File: config.mk
export PLATFORM = sky130hd
export DESIGN_NAME = pipelined_cla_adder
export DESIGN_NICKNAME = d
export VERILOG_FILES = /design/src/rtl/pipelined_cla_adder.sv
export SDC_FILE = /design/constraint.sdc
export NUM_CORES = 1
export LEC_CHECK = 0
export ABC_AREA = 1
export CAP_MARGIN = 10
export CORE_MARGIN = 10
export CORE_UTILIZATION = 50
export DETAILED_ROUTE_END_ITERATION = 10
export PLACE_DENSITY = 0.88
export SKIP_CTS_REPAIR_TIMING = 1
export SLEW_MARGIN = 20
export SYNTH_ARGS = -nofsm -noshare
export SYNTH_HDL_FRONTEND = slang
export SYNTH_SLANG_ARGS = --single-unit
File: constraint.sdc
create_clock -name clk -period 3 [get_ports clk]
set_input_delay 0.6 -clock clk [delete_from_list [all_inputs] [get_ports clk]]
set_output_delay 0.6 -clock clk [all_outputs]
set_load 0.01 [all_outputs]
File: src/rtl/pipelined_cla_adder.sv
// -----------------------------------------------------------------------------
// pipelined_cla_adder
//
// Purpose:
//   Parametrised, pipelined carry-lookahead adder/subtractor. Operands are cut
//   into GRP-bit lookahead groups. Each pipeline stage resolves GPS groups
//   (SW = GRP*GPS result bits) and registers its carry into the next stage.
//   The operand bits a stage has not yet consumed ride skew registers. The
//   result bits a stage has already produced ride deskew registers. As a
//   result, every bit of one operation reaches the output register in the
//   same cycle. Latency is STAGES = WIDTH/SW cycles, and throughput is one
//   operation per cycle. The pipeline advances globally. When the output is
//   held, every stage holds.
//
// Parameters:
//   WIDTH  operand/result width; must be a multiple of GRP*GPS
//   GRP    bits per lookahead group (fully expanded G/P lookahead inside)
//   GPS    groups per pipeline stage
//
// Configuration macro:
//   ADD_SAT_EN  when defined, a signed overflow saturates out_sum to the
//               signed max/min and raises out_sat. When undefined, out_sum
//               wraps and out_sat is tied to 0.
//
// Ports:
//   clk        in   clock, all state on rising edge
//   rst_n      in   asynchronous active-low reset
//   in_valid   in   operand beat valid
//   in_ready   out  beat accepted this cycle (= !out_valid | out_ready)
//   in_a       in   operand A [WIDTH]
//   in_b       in   operand B [WIDTH]
//   in_cin     in   carry-in (add) / borrow-in (sub)
//   in_sub     in   0: A+B+cin, 1: A-B-cin
//   out_valid  out  result valid
//   out_ready  in   downstream accepts result
//   out_sum    out  result [WIDTH]
//   out_cout   out  carry out of MSB (sub: 1 = no borrow)
//   out_ovf    out  signed overflow, C[WIDTH] ^ C[WIDTH-1]
//   out_sat    out  saturation applied
// -----------------------------------------------------------------------------
module pipelined_cla_adder #(
    parameter int WIDTH = 16,
    parameter int GRP   = 4,
    parameter int GPS   = 2
) (
    input  logic             clk,
    input  logic             rst_n,
    input  logic             in_valid,
    output logic             in_ready,
    input  logic [WIDTH-1:0] in_a,
    input  logic [WIDTH-1:0] in_b,
    input  logic             in_cin,
    input  logic             in_sub,
    output logic             out_valid,
    input  logic             out_ready,
    output logic [WIDTH-1:0] out_sum,
    output logic             out_cout,
    output logic             out_ovf,
    output logic             out_sat
);

    localparam int SW     = GRP * GPS;
    localparam int STAGES = WIDTH / SW;

    if ((WIDTH % SW) != 0 || STAGES < 1) begin : g_param_check
        $error("pipelined_cla_adder: WIDTH (%0d) must be a positive multiple of GRP*GPS (%0d)",
               WIDTH, SW);
    end

    // Group carries C[1..GRP], each written as its own sum of products:
    // C[i+1] = G[i] | P[i]G[i-1] | ... | P[i..0]C[0].
    // No carry is chained through another carry inside the group.
    function automatic logic [GRP:0] grp_carries(input logic [GRP-1:0] g,
                                                 input logic [GRP-1:0] p,
                                                 input logic           c0);
        logic [GRP:0] c;
        logic         term;
        c    = '0;
        c[0] = c0;
        for (int i = 0; i < GRP; i++) begin
            term = c0;
            for (int m = 0; m <= i; m++) term = term & p[m];
            c[i+1] = term;
            for (int j = 0; j <= i; j++) begin
                term = g[j];
                for (int m = j + 1; m <= i; m++) term = term & p[m];
                c[i+1] = c[i+1] | term;
            end
        end
        return c;
    endfunction

    logic             adv;
    logic [WIDTH-1:0] b_prep;
    logic             c0_prep;

    // The pipeline only stalls when a valid result is being held downstream.
    assign adv      = !out_valid | out_ready;
    assign in_ready = adv;
    assign b_prep   = in_sub ? ~in_b : in_b;
    assign c0_prep  = in_sub ? ~in_cin : in_cin;

    // Stage word x: the bits below the stage's slice already hold sum bits.
    // The bits at and above the slice still hold operand A.
    logic [WIDTH-1:0]  x_reg [STAGES];
    logic [WIDTH-1:0]  x_nx  [STAGES];
    logic [STAGES-1:0] c_reg;
    logic [STAGES-1:0] c_nx;
    logic [STAGES-1:0] v_reg;
    logic              ovf_reg;
    logic              last_ovf;
    logic [WIDTH-1:0]  sum_fin;
`ifdef ADD_SAT_EN
    logic              last_sign;
    logic              sat_reg;
    logic              sat_nx;
`endif

    genvar gi;

    // Skew registers for B'. Each register holds only the B' bits that later
    // stages have not consumed yet, so the register shrinks by SW per stage.
    for (gi = 0; gi < STAGES - 1; gi++) begin : g_ypipe
        localparam int YW = WIDTH - SW * (gi + 1);
        logic [YW-1:0] y_in;
        logic [YW-1:0] y_reg;
        if (gi == 0) begin : g_src_in
            assign y_in = b_prep[WIDTH-1:SW];
        end else begin : g_src_prev
            assign y_in = g_ypipe[gi-1].y_reg[YW+SW-1:SW];
        end
        always_ff @(posedge clk or negedge rst_n) begin
            if (!rst_n) begin
                y_reg <= '0;
            end else if (adv) begin
                y_reg <= y_in;
            end
        end
    end

    for (gi = 0; gi < STAGES; gi++) begin : g_stage
        logic [WIDTH-1:0] x_in;
        logic [SW-1:0]    b_s;
        logic             c_in;
        logic [SW-1:0]    s_s;
        logic             c_o;
        logic [WIDTH-1:0] x_o;
        logic [GRP:0]     cg;
        logic             c_run;

        if (gi == 0) begin : g_first
            assign x_in = in_a;
            assign b_s  = b_prep[SW-1:0];
            assign c_in = c0_prep;
        end else begin : g_next
            assign x_in = x_reg[gi-1];
            assign b_s  = g_ypipe[gi-1].y_reg[SW-1:0];
            assign c_in = c_reg[gi-1];
        end

        // Within a stage the groups are chained through their group carries.
        // Only the stage boundary is registered.
        always_comb begin
            c_run = c_in;
            s_s   = '0;
            cg    = '0;
            for (int g = 0; g < GPS; g++) begin
                cg = grp_carries(x_in[gi*SW + g*GRP +: GRP] & b_s[g*GRP +: GRP],
                                 x_in[gi*SW + g*GRP +: GRP] ^ b_s[g*GRP +: GRP],
                                 c_run);
                s_s[g*GRP +: GRP] = x_in[gi*SW + g*GRP +: GRP] ^ b_s[g*GRP +: GRP]
                                    ^ cg[GRP-1:0];
                c_run = cg[GRP];
            end
            c_o = c_run;
        end

        always_comb begin
            x_o = x_in;
            x_o[gi*SW +: SW] = s_s;
        end

        assign x_nx[gi] = x_o;
        assign c_nx[gi] = c_o;

        if (gi == STAGES - 1) begin : g_last
            // C[WIDTH-1] is recovered from the MSB sum bit as s ^ a ^ b'.
            assign last_ovf = c_o ^ s_s[SW-1] ^ x_in[WIDTH-1] ^ b_s[SW-1];
`ifdef ADD_SAT_EN
            // On overflow both operands share a sign, so A's MSB picks the rail.
            assign last_sign = x_in[WIDTH-1];
`endif
        end
    end

`ifdef ADD_SAT_EN
    always_comb begin
        sat_nx  = last_ovf;
        sum_fin = x_nx[STAGES-1];
        if (last_ovf) begin
            sum_fin = last_sign ? {1'b1, {(WIDTH-1){1'b0}}} : {1'b0, {(WIDTH-1){1'b1}}};
        end
    end
`else
    assign sum_fin = x_nx[STAGES-1];
`endif

    always_ff @(posedge clk or negedge rst_n) begin
        if (!rst_n) begin
            v_reg   <= '0;
            c_reg   <= '0;
            ovf_reg <= 1'b0;
            for (int k = 0; k < STAGES; k++) x_reg[k] <= '0;
`ifdef ADD_SAT_EN
            sat_reg <= 1'b0;
`endif
        end else if (adv) begin
            v_reg[0] <= in_valid;
            for (int k = 1; k < STAGES; k++) v_reg[k] <= v_reg[k-1];
            c_reg <= c_nx;
            for (int k = 0; k < STAGES - 1; k++) x_reg[k] <= x_nx[k];
            x_reg[STAGES-1] <= sum_fin;
            ovf_reg <= last_ovf;
`ifdef ADD_SAT_EN
            sat_reg <= sat_nx;
`endif
        end
    end

    assign out_valid = v_reg[STAGES-1];
    assign out_sum   = x_reg[STAGES-1];
    assign out_cout  = c_reg[STAGES-1];
    assign out_ovf   = ovf_reg;
`ifdef ADD_SAT_EN
    assign out_sat   = sat_reg;
`else
    assign out_sat   = 1'b0;
`endif

endmodule

==> impl_metrics.xml, run 1 <==
<?xml version="1.0" encoding="UTF-8"?>
<metrics>
  <group name="timing">
    <metric name="finalHoldViolCount" unit="">0</metric>
    <metric name="worst_clock_skew" unit="ns">0.0105</metric>
    <metric name="setup_viol_count_final" unit="">0</metric>
    <metric name="slew_margin_rel" unit="">0.342</metric>
    <metric name="timing.final.max_slew_violations" unit="">0</metric>
    <metric name="worst_pin_slew" unit="ns">0.987</metric>
    <metric name="final.period_utilization" unit="">0.953</metric>
    <metric name="postLayoutSetupSlackWorst" unit="ns">0.141</metric>
    <metric name="layout_min_cycle_time" unit="ns">2.86</metric>
    <metric name="max_freq" unit="GHz">0.350</metric>
  </group>
  <group name="synth">
    <metric name="synth_compound_gate_area_share" unit="">0.0785</metric>
    <metric name="synth_fp_nets" unit="">334</metric>
    <metric name="ys_seq_elements" unit="">45</metric>
    <metric name="ys_dominant_reg_cell" unit="">sky130_fd_sc_hd__dfrtp_1</metric>
    <metric name="number_of_flops_mapped_to_enable_cells_by_yosys" unit="">0</metric>
    <metric name="synth_largest_area_cell" unit="">sky130_fd_sc_hd__dfrtp_1</metric>
    <metric name="post-synth-top-count-cell" unit="">sky130_fd_sc_hd__nand2_1</metric>
    <metric name="synth.top_cells.by_count" unit="">sky130_fd_sc_hd__nand2_1, sky130_fd_sc_hd__dfrtp_1, sky130_fd_sc_hd__ha_1, sky130_fd_sc_hd__o21ai_0, sky130_fd_sc_hd__inv_1</metric>
    <metric name="postSynthCellCount" unit="">272</metric>
    <metric name="avgSynthCellArea" unit="µm²">9.08</metric>
    <metric name="synthXorXnorAreaFrac" unit="">0.0780</metric>
    <metric name="synth_cell_types" unit="">29</metric>
    <metric name="synthTopCellsByArea" unit="">sky130_fd_sc_hd__dfrtp_1, sky130_fd_sc_hd__nand2_1, sky130_fd_sc_hd__ha_1, sky130_fd_sc_hd__xnor2_1, sky130_fd_sc_hd__o21ai_0</metric>
    <metric name="synthDominantCellAreaShare" unit="">0.456</metric>
    <metric name="synthSimpleGateAreaFrac" unit="">0.195</metric>
    <metric name="synth_seq_area_share" unit="">0.456</metric>
    <metric name="yosys-mux-area-fraction" unit="">0</metric>
    <metric name="synth-async-reset-ratio" unit="">1.00</metric>
    <metric name="synth_adder_area_share" unit="">0.134</metric>
    <metric name="main_combinational_cell_family_by_area_after_synthesis" unit="">simple AND/OR/NAND/NOR gates</metric>
    <metric name="synthesis.area" unit="µm²">2470</metric>
    <metric name="synth_warnings" unit="">0</metric>
  </group>
  <group name="layout">
    <metric name="antenna_cells_inserted" unit="">0</metric>
    <metric name="regArea" unit="µm²">1130</metric>
    <metric name="multi_input_area" unit="µm²">1240</metric>
    <metric name="syn_to_final_growth" unit="%">30.7</metric>
    <metric name="fillCellCount" unit="">377</metric>
    <metric name="final_nets" unit="">394</metric>
    <metric name="final_layout_size_suffix_gt1_frac" unit="">0.0964</metric>
  </group>
  <group name="die">
    <metric name="core_area" unit="µm²">4750</metric>
    <metric name="num_io_pins" unit="">59</metric>
    <metric name="die_h" unit="µm">90.3</metric>
    <metric name="core.rowCount" unit="">25</metric>
    <metric name="floorplan.die_area" unit="µm²">8150</metric>
    <metric name="die_x" unit="µm">90.3</metric>
    <metric name="initial_utilization" unit="">0.519</metric>
  </group>
  <group name="flow_run">
    <metric name="max_cap_violations" unit="">0</metric>
  </group>
  <group name="setup_path">
    <metric name="crit_path_max_incr_delay" unit="ns">0.43</metric>
    <metric name="critical_path_class" unit="">input pin to flop</metric>
    <metric name="cp_top_family" unit="">compound AO/OA/AOI/OAI gates</metric>
    <metric name="regToRegStartpoint" unit="">g_stage[1].x_in[8]$_DFFE_PN0P_</metric>
    <metric name="worst-r2r-cell-count" unit="">16</metric>
    <metric name="path_cells" unit="">clkdlybuf4s50_1 &gt; ha_1 &gt; ha_2 &gt; o21a_1 &gt; o21a_1 &gt; o21ai_2 &gt; inv_2 &gt; nor2_4 &gt; inv_2 &gt; ha_2 &gt; nand2_1 &gt; nand3b_1 &gt; nand2_2 &gt; nand2_2 &gt; a21oi_2 &gt; o21ai_1 &gt; o21ai_1</metric>
    <metric name="critical_path_required" unit="ns">3.22</metric>
    <metric name="rr_endpoint" unit="">out_ovf$_DFFE_PN0P_</metric>
    <metric name="setup_slack_of_the_worst_register_to_register_path" unit="ns">0.46</metric>
    <metric name="worst-endpoint-arrival" unit="ns">3.08</metric>
    <metric name="critPathCaptureType" unit="">flop</metric>
    <metric name="crit_fanout" unit="">2</metric>
    <metric name="cp_num_buf_inv" unit="">3</metric>
    <metric name="worst_setup_path_start_kind" unit="">input pin</metric>
    <metric name="worst_path_max_delay_cell" unit="">sky130_fd_sc_hd__clkdlybuf4s50_1</metric>
  </group>
  <group name="global_routing">
    <metric name="grt_first_pass_wirelength" unit="µm">9310</metric>
    <metric name="global_route.overflow_total" unit="">0</metric>
    <metric name="largest_net_degree_at_the_start_of_global_routing" unit="">60</metric>
    <metric name="grt_usage" unit="">0.138</metric>
    <metric name="grt_antenna_before_repair" unit="">0</metric>
    <metric name="via_count_of_the_first_global_routing_pass" unit="">2052</metric>
  </group>
  <group name="placement">
    <metric name="count_of_buffers_from_port_buffering" unit="">57</metric>
    <metric name="gp_congestion" unit="">0.747</metric>
    <metric name="post-dp-hpwl" unit="µm">4180</metric>
    <metric name="place_worst_setup_slack" unit="ns">-0.609</metric>
  </group>
  <group name="clock_tree">
    <metric name="clkSlewWorstSetupHoldPaths" unit="ns">0.08</metric>
    <metric name="cts_buffers" unit="">5</metric>
    <metric name="clock_tree_from_tritoncts" unit="">yes</metric>
    <metric name="clock_sinks" unit="">45</metric>
    <metric name="insertion_delay" unit="ns">0.30</metric>
    <metric name="clock_tree.htree_level_count" unit="">2</metric>
    <metric name="clock_tree.buffer_depth" unit="">2</metric>
    <metric name="cts.root.buffer_cell" unit="">sky130_fd_sc_hd__clkbuf_8</metric>
  </group>
  <group name="run_status">
    <metric name="status" unit="">complete, no violations</metric>
  </group>
  <group name="drt">
    <metric name="detail_route.iter0.violations" unit="">67</metric>
    <metric name="drc" unit="">0</metric>
    <metric name="routed_via_density" unit="">4.96</metric>
    <metric name="detail_route.wirelength" unit="µm">5550</metric>
    <metric name="detail_route.wl_per_cell" unit="µm">13.9</metric>
    <metric name="antenna_violating_nets_post_route" unit="">0</metric>
    <metric name="first_pass_iters" unit="">4</metric>
    <metric name="routed-via-count" unit="">1980</metric>
  </group>
  <group name="power_and_ir_drop">
    <metric name="p_leak" unit="nW">1.54</metric>
    <metric name="power_per_cell_area" unit="nW/µm²">635</metric>
    <metric name="irDropWorstVdd" unit="mV">0.309</metric>
    <metric name="power_after_layout" unit="W">0.00205</metric>
  </group>
  <group name="min_path">
    <metric name="min_from" unit="">v_reg[0]$_DFFE_PN0P_</metric>
    <metric name="hold_path.class" unit="">flop to flop</metric>
    <metric name="hold_path_end" unit="">v_reg[1]$_DFFE_PN0P_</metric>
    <metric name="holdPathStages" unit="">2</metric>
  </group>
</metrics>
-- worst register-to-register path, cell delays in order, from the launching register on --
cell and delay, ns:
sky130_fd_sc_hd__dfrtp_1 0.42, sky130_fd_sc_hd__ha_1 0.31, sky130_fd_sc_hd__ha_1 0.19, sky130_fd_sc_hd__o21a_1 0.19, sky130_fd_sc_hd__o21a_1 0.21, sky130_fd_sc_hd__o21ai_2 0.14, sky130_fd_sc_hd__nand2_1 0.11, sky130_fd_sc_hd__ha_1 0.22
sky130_fd_sc_hd__nand2_1 0.08, sky130_fd_sc_hd__nand3_2 0.07, sky130_fd_sc_hd__nand2_2 0.09, sky130_fd_sc_hd__nand3_2 0.10, sky130_fd_sc_hd__nand2_2 0.09, sky130_fd_sc_hd__nand2_1 0.05, sky130_fd_sc_hd__nand3_1 0.07, sky130_fd_sc_hd__nand3_1 0.08
sky130_fd_sc_hd__nand2_1 0.07
-- placed cells by master, fill, tap and decap left out, drive strengths merged, types with 8 or more instances in the layout --
cell type / Yosys / routed
buf: 10 / 9
clkbuf: 2 / 8
clkdlybuf4s50: 0 / 54
dfrtp: 45 / 45
ha: 20 / 20
inv: 19 / 19
nand2: 94 / 94
nand3: 8 / 8
o21ai: 25 / 25
xnor2: 14 / 14
xor2: 8 / 8
-- stage by stage --
| step | TNS [ns] | std cells | cell area (µm²) | utilization | hold slack, ns |
|---|---|---|---|---|---|
| 6_report | 0 | 399 | 3230 | 0.679 | 0.455 |
| 4_1_cts | -0.781 | 398 | 3220 | 0.677 | 0.457 |
| 5_1_grt | -0.0251 | 399 | 3230 | 0.679 | 0.481 |
| 2_1_floorplan | -0.0383 | 272 | 2520 | - | 0.304 |
| 3_3_place_gp | -1.55 | 391 | 3130 | 0.659 | 0.436 |
| 3_5_place_dp | -2.37 | 391 | 3130 | 0.659 | 0.440 |
-- layout make-up --
class | count | share of cell area
sequential | 45 | 0.349
timing repair buffer | 65 | 0.193
multi-input combinational | 196 | 0.384
clock buffer | 7 | 0.0267
tap | 67 | 0.0260
inverter | 19 | 0.0221
-- logic make-up after synthesis --
group | Yosys count
XOR/XNOR | 22
AND/OR/NAND/NOR | 115
buffers and inverters | 31
flip-flops | 45
adder cells (fa/ha/maj) | 24
other | 1
AO/OA/AOI/OAI | 34
-- routing by layer --
| metal | GRT usage | vias up | part of all wire |
|---|---|---|---|
| li1 | - | 990 | - |
| met1 | 0.140 | 944 | 0.39 |
| met2 | 0.254 | 37 | 0.54 |
| met3 | 0.0449 | 9 | 0.048 |
| met4 | 0.0544 | 0 | 0.018 |
| met5 | 0 | - | 0 |
-- worst max path at each step --
| stage | end | slack, ns | from | depth (start not counted) |
|---|---|---|---|---|
| final | g_stage[1].x_in[7]$_DFFE_PN0P_ | 0.14 | in_a[0] | 17 |
| after global routing | g_stage[1].x_in[7]$_DFFE_PN0P_ | -0.03 | in_a[0] | 17 |
| after CTS | g_stage[1].x_in[7]$_DFFE_PN0P_ | -0.29 | in_sub | 19 |
| after detailed placement | g_stage[1].x_in[7]$_DFFE_PN0P_ | -0.61 | in_sub | 19 |
| after global placement | g_stage[1].x_in[7]$_DFFE_PN0P_ | -0.41 | in_sub | 19 |
| after floorplan | g_stage[1].x_in[7]$_DFFE_PN0P_ | -0.03 | in_sub | 20 |
-- report_power, final --
group,internal [W],switching (W),leakage [nW]
combinational,0.000412,0.000393,0.954
clock,0.000183,0.000193,0.0443
sequential,0.000772,0.0000981,0.538
total,0.00137,0.000684,1.54
Power figures use the tool's default switching activity.
==> run 2: changes to the inputs <==
--- a/config.mk
+++ b/config.mk
@@ -6,11 +6,11 @@
 export NUM_CORES = 1
 export LEC_CHECK = 0
 export ABC_AREA = 1
-export CAP_MARGIN = 10
+export CAP_MARGIN = 20
 export CORE_MARGIN = 10
-export CORE_UTILIZATION = 50
+export CORE_UTILIZATION = 54
 export DETAILED_ROUTE_END_ITERATION = 10
-export PLACE_DENSITY = 0.88
+export PLACE_DENSITY = 0.94
 export SKIP_CTS_REPAIR_TIMING = 1
 export SLEW_MARGIN = 20
 export SYNTH_ARGS = -nofsm -noshare
==> constraint.sdc (replaced) <==
create_clock -name clk -period 3.55 [get_ports clk]
set_input_delay 0.71 -clock clk [delete_from_list [all_inputs] [get_ports clk]]
set_output_delay 0.71 -clock clk [all_outputs]
set_load 0.01 [all_outputs]
==> impl_metrics.xml, run 2 (same netlist as run 1, synthesis figures left out) <==
<?xml version="1.0" encoding="UTF-8"?>
<metrics>
  <group name="layout">
    <metric name="mostFrequentLayoutCell" unit="">sky130_fd_sc_hd__nand2_1</metric>
    <metric name="final_layout_size_suffix_gt1_frac" unit="">0.0760</metric>
    <metric name="mostFrequentLayoutCells" unit="">sky130_fd_sc_hd__nand2_1, sky130_fd_sc_hd__clkdlybuf4s50_1, sky130_fd_sc_hd__dfrtp_1</metric>
    <metric name="final_cell_area" unit="µm²">3200</metric>
    <metric name="syn_to_final_growth" unit="%">29.6</metric>
    <metric name="post-route-util" unit="">0.730</metric>
    <metric name="antenna_cells_inserted" unit="">0</metric>
    <metric name="final_nets" unit="">390</metric>
  </group>
  <group name="die">
    <metric name="core_area" unit="µm²">4380</metric>
    <metric name="die_x" unit="µm">87.6</metric>
    <metric name="core.rowCount" unit="">24</metric>
    <metric name="die_h" unit="µm">87.6</metric>
    <metric name="floorplan.die_area" unit="µm²">7680</metric>
    <metric name="initial_utilization" unit="">0.563</metric>
    <metric name="num_io_pins" unit="">59</metric>
  </group>
  <group name="setup_path">
    <metric name="setup_slack_of_the_worst_register_to_register_path" unit="ns">1.01</metric>
    <metric name="critPathCaptureType" unit="">flop</metric>
    <metric name="critical_path_class" unit="">input pin to flop</metric>
    <metric name="regToRegStartpoint" unit="">g_stage[1].x_in[8]$_DFFE_PN0P_</metric>
    <metric name="worst_setup_path_start_kind" unit="">input pin</metric>
    <metric name="worst-endpoint-arrival" unit="ns">3.50</metric>
    <metric name="rr_endpoint" unit="">out_ovf$_DFFE_PN0P_</metric>
    <metric name="worst-r2r-cell-count" unit="">15</metric>
    <metric name="critical_path_required" unit="ns">3.77</metric>
    <metric name="crit_fanout" unit="">8</metric>
  </group>
  <group name="flow_run">
    <metric name="max_cap_violations" unit="">0</metric>
  </group>
  <group name="global_routing">
    <metric name="grt_first_pass_wirelength" unit="µm">9400</metric>
    <metric name="grt_usage" unit="">0.153</metric>
    <metric name="via_count_of_the_first_global_routing_pass" unit="">2060</metric>
    <metric name="grt_antenna_before_repair" unit="">0</metric>
    <metric name="global_route.overflow_total" unit="">0</metric>
    <metric name="largest_net_degree_at_the_start_of_global_routing" unit="">60</metric>
  </group>
  <group name="timing">
    <metric name="timing.setup.tns" unit="ns">0</metric>
    <metric name="slew_margin_rel" unit="">0.623</metric>
    <metric name="layout_min_cycle_time" unit="ns">3.28</metric>
    <metric name="worst_pin_slew" unit="ns">0.566</metric>
    <metric name="final.period_utilization" unit="">0.924</metric>
    <metric name="timing.final.max_slew_violations" unit="">0</metric>
    <metric name="setup_viol_count_final" unit="">0</metric>
    <metric name="worst_clock_skew" unit="ns">0.0112</metric>
    <metric name="max_freq" unit="GHz">0.305</metric>
    <metric name="finalHoldViolCount" unit="">0</metric>
    <metric name="rsz0062_at_grt" unit="">no</metric>
  </group>
  <group name="drt">
    <metric name="antenna_violating_nets_post_route" unit="">0</metric>
    <metric name="first_pass_iters" unit="">4</metric>
    <metric name="detail_route.iter0.violations" unit="">107</metric>
    <metric name="drc" unit="">0</metric>
    <metric name="routed_via_density" unit="">5.18</metric>
    <metric name="detail_route.wl_per_cell" unit="µm">14.7</metric>
    <metric name="detail_route.wirelength" unit="µm">5610</metric>
    <metric name="routed-via-count" unit="">1973</metric>
  </group>
  <group name="power_and_ir_drop">
    <metric name="power_per_cell_area" unit="nW/µm²">565</metric>
    <metric name="p_leak" unit="nW">1.53</metric>
    <metric name="power_after_layout" unit="W">0.00181</metric>
    <metric name="irDropWorstVdd" unit="mV">0.324</metric>
  </group>
  <group name="placement">
    <metric name="count_of_buffers_from_port_buffering" unit="">57</metric>
    <metric name="gp_congestion" unit="">0.829</metric>
    <metric name="post-dp-hpwl" unit="µm">4070</metric>
    <metric name="placement.cell_area" unit="µm²">3060</metric>
  </group>
  <group name="min_path">
    <metric name="hold_path.class" unit="">input pin to async pin</metric>
  </group>
  <group name="clock_tree">
    <metric name="cts_buffers" unit="">5</metric>
    <metric name="cts.root.buffer_cell" unit="">sky130_fd_sc_hd__clkbuf_8</metric>
    <metric name="clock_tree.buffer_depth" unit="">2</metric>
    <metric name="clkSlewWorstSetupHoldPaths" unit="ns">0.09</metric>
    <metric name="clock_tree_from_tritoncts" unit="">yes</metric>
    <metric name="insertion_delay" unit="ns">0.30</metric>
    <metric name="clock_tree.htree_level_count" unit="">2</metric>
    <metric name="clock_sinks" unit="">45</metric>
  </group>
  <group name="run_status">
    <metric name="status" unit="">complete, no violations</metric>
  </group>
</metrics>
run 2: changes by cell type in the layout (fill, tap and decap cells not counted), sizes merged:
cell / change
clkdlybuf4s50: +2
buf: -4
bufinv: +1
clkinvlp: +1
clkbuf: -2
dlymetal6s2s: -1
run 2: cell type report:
type | count | area [µm²]
clock buffer | 6 | 82.6
clock inverter | 2 | 37.5
fill | 320 | 1180
inverter | 19 | 71.3
multi-input combinational | 196 | 1220
sequential | 45 | 1130
tap | 52 | 65.1
timing repair buffer | 61 | 598
run 2: per-stage QoR:
stage          instances  setup WS, ns  hold WS [ns]
2_1_floorplan        272         0.310         0.414
3_3_place_gp         373        0.0441         0.434
3_5_place_dp         373       -0.0768         0.447
4_1_cts              381         0.237         0.466
5_1_grt              381       0.00473         0.435
6_report             381         0.271         0.402
run 2: critical path, stage by stage:
cell and delay, ns:
sky130_fd_sc_hd__clkdlybuf4s50_1 0.55, sky130_fd_sc_hd__buf_4 0.24, sky130_fd_sc_hd__xnor2_2 0.16, sky130_fd_sc_hd__inv_1 0.08
sky130_fd_sc_hd__ha_1 0.20, sky130_fd_sc_hd__o21a_1 0.19, sky130_fd_sc_hd__o21a_1 0.20, sky130_fd_sc_hd__o21ai_2 0.16
sky130_fd_sc_hd__inv_2 0.06, sky130_fd_sc_hd__nor2_4 0.10, sky130_fd_sc_hd__inv_2 0.04, sky130_fd_sc_hd__ha_1 0.18
sky130_fd_sc_hd__nand2_1 0.06, sky130_fd_sc_hd__nand3b_1 0.09, sky130_fd_sc_hd__nand2_1 0.09, sky130_fd_sc_hd__nand2_1 0.06
sky130_fd_sc_hd__a21oi_1 0.16, sky130_fd_sc_hd__o21ai_0 0.10, sky130_fd_sc_hd__o21ai_0 0.08
run 2: routing by layer:
layer	vias up	GRT usage	routed length [µm]
li1	974	-	-
met1	943	0.175	2230
met2	48	0.263	3000
met3	8	0.0483	305
met4	0	0.0536	76
met5	-	0	0
run 2: how the worst max path moves through the flow:
stage                                     endpoint   start  depth (start not counted)
global route        g_stage[1].x_in[7]$_DFFE_PN0P_  in_sub                         19
CTS                 g_stage[1].x_in[7]$_DFFE_PN0P_  in_sub                         19
global placement    g_stage[1].x_in[7]$_DFFE_PN0P_  in_sub                         19
detailed placement  g_stage[1].x_in[7]$_DFFE_PN0P_  in_sub                         19
floorplan           g_stage[1].x_in[7]$_DFFE_PN0P_  in_sub                         20
finish              g_stage[1].x_in[7]$_DFFE_PN0P_  in_sub                         19
run 2: power by group:
part / internal [W] / switching, W / leakage (nW)
registers: 0.000652 / 0.0000857 / 0.538
logic: 0.000339 / 0.000324 / 0.932
clock network: 0.000229 / 0.000179 / 0.0574
total: 0.00122 / 0.000588 / 1.53
==> run 3: changes to the inputs <==
--- a/config.mk
+++ b/config.mk
@@ -10,6 +10,7 @@
 export CORE_MARGIN = 10
 export CORE_UTILIZATION = 54
 export DETAILED_ROUTE_END_ITERATION = 10
+export GPL_TIMING_DRIVEN = 0
 export PLACE_DENSITY = 0.94
 export SKIP_CTS_REPAIR_TIMING = 1
 export SLEW_MARGIN = 20
==> impl_metrics.xml, run 3 (same netlist as run 1, synthesis figures left out) <==
<?xml version="1.0" encoding="UTF-8"?>
<metrics>
  <group name="timing">
    <metric name="rsz0062_at_grt" unit="">no</metric>
    <metric name="worst_pin_slew" unit="ns">0.572</metric>
    <metric name="setup_viol_count_final" unit="">0</metric>
    <metric name="fin_worst_hold_slack" unit="ns">0.398</metric>
    <metric name="finalHoldViolCount" unit="">0</metric>
    <metric name="timing.final.max_slew_violations" unit="">0</metric>
    <metric name="max_freq" unit="GHz">0.303</metric>
    <metric name="final.period_utilization" unit="">0.930</metric>
    <metric name="worst_clock_skew" unit="ns">0.00289</metric>
    <metric name="layout_min_cycle_time" unit="ns">3.30</metric>
    <metric name="slew_margin_rel" unit="">0.618</metric>
  </group>
  <group name="die">
    <metric name="die_x" unit="µm">87.6</metric>
    <metric name="die_h" unit="µm">87.6</metric>
    <metric name="floorplan.die_area" unit="µm²">7680</metric>
    <metric name="initial_utilization" unit="">0.563</metric>
    <metric name="core.rowCount" unit="">24</metric>
    <metric name="num_io_pins" unit="">59</metric>
    <metric name="core_area" unit="µm²">4380</metric>
  </group>
  <group name="placement">
    <metric name="post-dp-hpwl" unit="µm">4800</metric>
    <metric name="placement.cell_area" unit="µm²">3120</metric>
    <metric name="count_of_buffers_from_port_buffering" unit="">56</metric>
    <metric name="gp_congestion" unit="">0.813</metric>
  </group>
  <group name="power_and_ir_drop">
    <metric name="seq_power_share" unit="">0.422</metric>
    <metric name="irDropWorstVdd" unit="mV">0.316</metric>
    <metric name="power_per_cell_area" unit="nW/µm²">547</metric>
    <metric name="power_switching" unit="W">0.000602</metric>
    <metric name="switching_share" unit="">0.343</metric>
    <metric name="clockPowerShare" unit="">0.182</metric>
    <metric name="p_leak" unit="nW">1.55</metric>
    <metric name="p_int" unit="W">0.00115</metric>
    <metric name="p_comb_frac" unit="">0.396</metric>
  </group>
  <group name="drt">
    <metric name="detail_route.wirelength" unit="µm">6350</metric>
    <metric name="routed_via_density" unit="">5.43</metric>
    <metric name="detail_route.iter0.violations" unit="">145</metric>
    <metric name="routed-via-count" unit="">2105</metric>
    <metric name="drc" unit="">0</metric>
    <metric name="detail_route.wl_per_cell" unit="µm">16.4</metric>
    <metric name="antenna_violating_nets_post_route" unit="">0</metric>
    <metric name="first_pass_iters" unit="">4</metric>
  </group>
  <group name="setup_path">
    <metric name="worst-endpoint-arrival" unit="ns">3.52</metric>
    <metric name="critical_path_class" unit="">input pin to flop</metric>
    <metric name="path_cells" unit="">clkdlybuf4s50_1 &gt; xnor2_2 &gt; inv_1 &gt; ha_1 &gt; ha_1 &gt; o21a_1 &gt; o21a_1 &gt; o21ai_2 &gt; inv_2 &gt; nor2_4 &gt; inv_2 &gt; ha_1 &gt; nand2_1 &gt; nand3b_1 &gt; nand2_1 &gt; nand2_1 &gt; a21oi_1 &gt; o21ai_0 &gt; o21ai_0</metric>
    <metric name="crit_path_max_incr_delay" unit="ns">0.50</metric>
    <metric name="cp_top_family" unit="">compound AO/OA/AOI/OAI gates</metric>
    <metric name="critPathCaptureType" unit="">flop</metric>
    <metric name="worst_setup_path_start_kind" unit="">input pin</metric>
    <metric name="cp_num_buf_inv" unit="">4</metric>
    <metric name="critical_path_required" unit="ns">3.77</metric>
    <metric name="worst_path_max_delay_cell" unit="">sky130_fd_sc_hd__clkdlybuf4s50_1</metric>
    <metric name="crit_fanout" unit="">3</metric>
  </group>
  <group name="clock_tree">
    <metric name="insertion_delay" unit="ns">0.30</metric>
    <metric name="clock_tree_from_tritoncts" unit="">yes</metric>
    <metric name="clock_sinks" unit="">45</metric>
    <metric name="cts_buffers" unit="">5</metric>
    <metric name="clock_tree.htree_level_count" unit="">2</metric>
    <metric name="clkSlewWorstSetupHoldPaths" unit="ns">0.08</metric>
    <metric name="clock_tree.buffer_depth" unit="">2</metric>
    <metric name="cts.root.buffer_cell" unit="">sky130_fd_sc_hd__clkbuf_8</metric>
  </group>
  <group name="global_routing">
    <metric name="grt_first_pass_wirelength" unit="µm">10400</metric>
    <metric name="grt_antenna_before_repair" unit="">0</metric>
    <metric name="grt_usage" unit="">0.173</metric>
    <metric name="global_route.overflow_total" unit="">0</metric>
    <metric name="largest_net_degree_at_the_start_of_global_routing" unit="">24</metric>
    <metric name="via_count_of_the_first_global_routing_pass" unit="">2296</metric>
  </group>
  <group name="layout">
    <metric name="final_nets" unit="">398</metric>
    <metric name="final_layout_size_suffix_gt1_frac" unit="">0.0863</metric>
    <metric name="mostFrequentLayoutCells" unit="">sky130_fd_sc_hd__nand2_1, sky130_fd_sc_hd__clkdlybuf4s50_1, sky130_fd_sc_hd__dfrtp_1</metric>
    <metric name="post-route-util" unit="">0.733</metric>
    <metric name="antenna_cells_inserted" unit="">0</metric>
    <metric name="mostFrequentLayoutCell" unit="">sky130_fd_sc_hd__nand2_1</metric>
    <metric name="syn_to_final_growth" unit="%">30.0</metric>
    <metric name="final_cell_area" unit="µm²">3210</metric>
  </group>
  <group name="run_status">
    <metric name="status" unit="">complete, no violations</metric>
  </group>
  <group name="min_path">
    <metric name="hold_path.class" unit="">input pin to async pin</metric>
  </group>
  <group name="flow_run">
    <metric name="max_cap_violations" unit="">0</metric>
  </group>
</metrics>
## run 3: changes by cell type in the layout (fill, tap and decap cells not counted), sizes merged
cell and change:
clkbuf +3, clkinvlp -1, buf +7, bufinv -1, clkdlybuf4s50 -1
## run 3: layout make-up
class | count | area, µm²
inverter | 19 | 71.3
fill | 332 | 1170
timing repair buffer | 57 | 583
multi-input combinational | 196 | 1210
buffer | 12 | 71.3
tap | 52 | 65.1
clock buffer | 7 | 86.3
sequential | 45 | 1130
## run 3: final timing paths
check                                               start                             end  slack (ns)  cells past startpoint
hold reg to reg                      v_reg[0]$_DFFE_PN0P_            v_reg[1]$_DFFE_PN0P_        0.47                      2
min in group clk                     v_reg[0]$_DFFE_PN0P_            v_reg[1]$_DFFE_PN0P_        0.47                      2
setup / recovery                                  in_b[0]  g_stage[1].x_in[7]$_DFFE_PN0P_        0.25                     19
max in group asynchronous                           rst_n   g_stage[1].b_s[6]$_DFFE_PN0P_        2.64                      2
hold / removal                                      rst_n  g_stage[1].x_in[9]$_DFFE_PN0P_        0.40                      1
setup reg to reg           g_stage[1].x_in[8]$_DFFE_PN0P_             out_ovf$_DFFE_PN0P_        0.88                     15
## run 3: layer usage
metal  part of all wire  vias to the layer above  GRT usage
met1               0.37                     1002      0.183
met2               0.51                       86      0.290
met3              0.077                       29     0.0511
li1                   -                      988          -
met4              0.048                        0      0.116
met5                  0                        -          0
## run 3: power by group through the flow
stage                     sequential, W  combinational [W]  clock, W
after global placement         0.000739           0.000651         0
after floorplan                0.000773           0.000324         0
after global routing           0.000756           0.000767  0.000339
after CTS                      0.000741           0.000700  0.000322
after detailed placement       0.000748           0.000691         0
final                          0.000741           0.000695  0.000320
## run 3: metrics by stage
step / std cells / setup slack (ns) / TNS, ns / total power, W
floorplan: 272 / 0.310 / 0 / 0.00110
global placement: 380 / 0.0305 / 0 / 0.00139
detailed placement: 381 / -0.0550 / -0.0673 / 0.00144
CTS: 388 / 0.211 / 0 / 0.00176
global route: 388 / 0.0503 / 0 / 0.00186
finish: 388 / 0.249 / 0 / 0.00176
